[config.mk]
export PLATFORM = sky130hd
export DESIGN_NAME = jk_reg_bank
export DESIGN_NICKNAME = d
export VERILOG_FILES = /design/src/rtl/jk_reg_bank_pkg.sv /design/src/rtl/jk_bank_cell.sv /design/src/rtl/jk_reg_bank.sv
export SDC_FILE = /design/constraint.sdc
export NUM_CORES = 1
export LEC_CHECK = 0
export ABC_AREA = 1
export CORE_UTILIZATION = 35
export DETAILED_ROUTE_END_ITERATION = 10
export GPL_ROUTABILITY_DRIVEN = 0
export PLACE_DENSITY = 0.68
export SETUP_SLACK_MARGIN = 0.2
export SLEW_MARGIN = 10
export SYNTH_ARGS = -nofsm -noshare
export SYNTH_HDL_FRONTEND = slang
export SYNTH_SLANG_ARGS = --single-unit
[constraint.sdc]
create_clock -name clk -period 1.9 [get_ports clk]
set_input_delay 0.475 -clock clk [delete_from_list [all_inputs] [get_ports clk]]
set_output_delay 0.475 -clock clk [all_outputs]
set_load 0.005 [all_outputs]
[src/rtl/jk_reg_bank_pkg.sv]
// Shared types and the per-bit update rule for the JK register bank.
package jk_reg_bank_pkg;

    localparam int unsigned MODE_W = 2;

    typedef enum logic [MODE_W-1:0] {
        MODE_JK   = 2'd0,
        MODE_D    = 2'd1,
        MODE_T    = 2'd2,
        MODE_HOLD = 2'd3
    } mode_e;

    // Mode-driven next value of one bit (clear/preset handled by the caller).
    function automatic logic next_bit(input mode_e mode, input logic q,
                                      input logic j, input logic k);
        logic nb;
        nb = q;
        case (mode)
            MODE_JK: begin
                case ({j, k})
                    2'b00:   nb = q;
                    2'b01:   nb = 1'b0;
                    2'b10:   nb = 1'b1;
                    default: nb = ~q;
                endcase
            end
            MODE_D:  nb = j;
            MODE_T:  nb = q ^ j;
            default: nb = q;
        endcase
        return nb;
    endfunction

endpackage

[src/rtl/jk_bank_cell.sv]
// One storage bit: clear > preset > enabled mode update > hold.
module jk_bank_cell
    import jk_reg_bank_pkg::*;
(
    input  logic  clk,
    input  logic  rst,
    input  logic  rst_val,
    input  logic  en,
    input  mode_e mode,
    input  logic  j,
    input  logic  k,
    input  logic  clr,
    input  logic  pre,
    output logic  q,
    output logic  q_next
);

    logic q_q;
    logic q_d;

    // Clear beats preset so a bit with both asserted goes low.
    always_comb begin
        q_d = q_q;
        if (clr) begin
            q_d = 1'b0;
        end else if (pre) begin
            q_d = 1'b1;
        end else if (en) begin
            q_d = next_bit(mode, q_q, j, k);
        end
    end

    always_ff @(posedge clk) begin
        if (rst) begin
            q_q <= rst_val;
        end else begin
            q_q <= q_d;
        end
    end

    assign q      = q_q;
    assign q_next = q_d;

endmodule

[src/rtl/jk_reg_bank.sv]
// Bank of JK-style flag bits with change flag and saturating activity counter.
module jk_reg_bank
    import jk_reg_bank_pkg::*;
#(
    parameter int unsigned           WIDTH   = 4,
    parameter logic [WIDTH-1:0]      RST_VAL = '0,
    parameter int unsigned           CNT_W   = 8
) (
    input  logic             clk,
    input  logic             rst,
    input  logic             en,
    input  mode_e            mode,
    input  logic [WIDTH-1:0] j,
    input  logic [WIDTH-1:0] k,
    input  logic [WIDTH-1:0] clr,
    input  logic [WIDTH-1:0] pre,
    input  logic             cnt_clr,
    output logic [WIDTH-1:0] q,
    output logic [WIDTH-1:0] qn,
    output logic             changed,
    output logic [CNT_W-1:0] act_cnt
);

    localparam logic [CNT_W-1:0] CNT_MAX = '1;

    logic [WIDTH-1:0] q_next;
    logic             any_change;
    logic             changed_q;
    logic             changed_d;
    logic [CNT_W-1:0] act_cnt_q;
    logic [CNT_W-1:0] act_cnt_d;

    for (genvar i = 0; i < WIDTH; i++) begin : g_cell
        jk_bank_cell u_cell (
            .clk    (clk),
            .rst    (rst),
            .rst_val(RST_VAL[i]),
            .en     (en),
            .mode   (mode),
            .j      (j[i]),
            .k      (k[i]),
            .clr    (clr[i]),
            .pre    (pre[i]),
            .q      (q[i]),
            .q_next (q_next[i])
        );
    end

    assign any_change = |(q_next ^ q);

    // Counter clear wins over the increment on the same edge.
    always_comb begin
        changed_d = any_change;
        act_cnt_d = act_cnt_q;
        if (cnt_clr) begin
            act_cnt_d = '0;
        end else if (any_change && (act_cnt_q != CNT_MAX)) begin
            act_cnt_d = act_cnt_q + CNT_W'(1);
        end
    end

    always_ff @(posedge clk) begin
        if (rst) begin
            changed_q <= 1'b0;
            act_cnt_q <= '0;
        end else begin
            changed_q <= changed_d;
            act_cnt_q <= act_cnt_d;
        end
    end

    assign qn      = ~q;
    assign changed = changed_q;
    assign act_cnt = act_cnt_q;

endmodule
==> impl_metrics.json <==
{
  "crit_fanout": 6,
  "critPathArrivalTime_ps": 1890,
  "path_buf_inv": 1,
  "port_buffers": 38,
  "p_leak_nw": 0.682,
  "rsz0062_at_grt": "false",
  "synth_edf_count": 0,
  "final-hold-violation-count": 0,
  "ys_warn_count": 0,
  "slew_headroom_pct": 79.6,
  "gr-usage-all-layers_pct": 19.1,
  "synth_largest_area_cell": "dfxtp_1",
  "drtIter0Drc": 19,
  "synth_ff_type": "dfxtp_1",
  "hpwl_mm": 1.85,
  "area_growth_pct": 68.9,
  "cp.required_ps": 2110,
  "slew_viol_final": 0,
  "cts_buffer_depth": 2,
  "yosys-top-cells-count": "36 x nand2_1, 25 x nand3_1, 17 x nor2_1",
  "crit_slowest_cell": "clkdlybuf4s50_1",
  "cts_tree": "yes",
  "syn_nets": 170,
  "path_cells": "clkdlybuf4s50_1 > a21oi_1 > nand2_2 > nand2_2 > nand2_2 > nand2_2 > nor2_4 > nand2_4 > nand2_4 > nand2_2 > a21oi_2",
  "syn-instance-count": 147,
  "critPathMostFrequentCell": "nand2_2",
  "worstSkewPairLatency_ps": 290,
  "yosysSeqAreaShare_pct": 28.1,
  "die_x_um": 53.4,
  "cp_top_family": "simple AND/OR/NAND/NOR gates",
  "cts_sinks": 13,
  "clk_pin_slew_worst_paths_ps": 70,
  "grt_pass1_vias": 966,
  "ys_ff_latch": 13,
  "core-area_um2": 2480,
  "period_share_pct": 88.4,
  "antenna_cells": 0,
  "initial_core_util_pct": 37.3,
  "drtPass1Iterations": 4,
  "rows": 18,
  "dr_total_vias": 1098,
  "fmax_mhz": 595,
  "cp-end-kind": "flip-flop",
  "synth_area_um2": 925,
  "finalWirelength_mm": 2.85,
  "grt_pass1_wl_mm": 3.98,
  "die-area_um2": 2850,
  "viasPerCell": 4.84,
  "grt_antenna_before_repair": 0,
  "ys_top_cells_by_area": "dfxtp_1 28%, nand2_1 15%, nand3_1 14%",
  "skew_ps": 7.82,
  "utilization_pct": 63.0,
  "max_stage_delay_ps": 460,
  "hold_class": "flip-flop to flip-flop",
  "power-per-cell-area_nw_per_um2": 456,
  "maxCapViolCount": 0,
  "syn_area_per_cell_um2": 6.29,
  "grt_max_degree": 11,
  "htreeDepth": 1,
  "route.detailed.drc": 0,
  "critPathKind": "input pin to flip-flop",
  "finalPower_mw": 0.713,
  "setup_violations": 0,
  "fin_area_um2": 1560,
  "yosysMostFrequentCell": "nand2_1",
  "synth_cell_types": 16,
  "layout.nets": 221,
  "async_reset_ff_share_pct": 0,
  "place_area_um2": 1340,
  "dp_cells": 215,
  "cts_inserted_buffers": 3,
  "holdBufCountCts": 0,
  "fp.dieH_um": 53.4,
  "worst_hold_slack_ps": 501,
  "fin_crit_ps": 1680,
  "tightest_slew_ps": 306,
  "fin_cells": 227,
  "ant_nets": 0,
  "drive_above_1_share_pct": 37.1,
  "cts-root-buf": "clkbuf_4",
  "ir_drop_v": 0.000369,
  "ioPinCount": 39,
  "wl_per_cell_um": 12.5,
  "synth_top_area_share_pct": 28.1,
  "status": "completed",
  "start_kind": "input pin",
  "gr-total-overflow": 0
}
## placed cells by master (no fill, tap or decap), drive strengths merged, types with 5 or more instances in the layout
master	n
nor2	21
clkdlybuf4s50	22
buf	15
dfxtp	13
dlygate4sd2	5
a21oi	13
inv	12
dlymetal6s2s	6
clkbuf	5
nand2	50
nand3	25
## per-stage QoR
step / TNS, ps / worst slack [ps]
6_report: 0 / 221
4_1_cts: 0 / 150
3_3_place_gp: -4460 / -551
2_1_floorplan: 0 / 212
3_5_place_dp: -4960 / -643
5_1_grt: 0 / 169
## state kept, by name, summed over array words and instances, names as in the netlist
| signal | cells |
|---|---|
| act_cnt | 8 |
| g_cell.u_cell.q | 4 |
| changed | 1 |
## power breakdown
group / internal [mW] / leakage [nW] / switching, mW
combinational: 0.127 / 0.553 / 0.120
sequential: 0.275 / 0.114 / 0.0125
clock: 0.0817 / 0.0150 / 0.0965
## worst register-to-register path: cells and delay by family (launching register included)
kind               cells  cell delay, ps
AOI/OAI and AO/OA      1             150
DFF                    1             370
and+or+nand+nor       12            1020
## metal layers
layer	GRT usage, %	share of wire [%]	routed length [um]	up-vias
met5	0	0	0	-
met4	5.26	0.35	10	0
li1	-	-	-	570
met1	22.1	42	1200	497
met3	5.46	5.3	152	2
met2	33.5	52	1490	29
## cells by family (layout without fill, tap and decap cells)
family	Yosys count	in the layout	share of synthesized area (%)
fa+ha+maj	1	1	1.35
buf+inv	18	67	10.6
flops	13	13	28.1
compound gates	13	13	7.04
simple gates	97	98	48.2
xor+xnor	5	5	4.74
## final timing paths
check	slack (ps)	start	cells after the start	end
worst max-delay path	220	pre[0]	11	act_cnt[2]
worst min register to register	500	act_cnt[1]	2	act_cnt[1]
worst min-delay path	500	act_cnt[1]	2	act_cnt[1]
worst max register to register	290	g_cell[3].u_cell.q	13	act_cnt[2]
## repair_timing
action,CTS,global route
setup endpoints to repair,21,23
gates cloned,1,0
pin swaps,5,24
buffers inserted,2,5
gates resized for setup,37,44
## final cells by class
| class | instances | area (um^2) |
|---|---|---|
| clock buffer | 4 | 26.3 |
| fill | 231 | 916 |
| inverter | 12 | 47.5 |
| multi-input combinational | 117 | 678 |
| sequential | 13 | 295 |
| tap | 30 | 37.5 |
| timing repair buffer | 51 | 477 |
(Power assumes the default switching activity.)
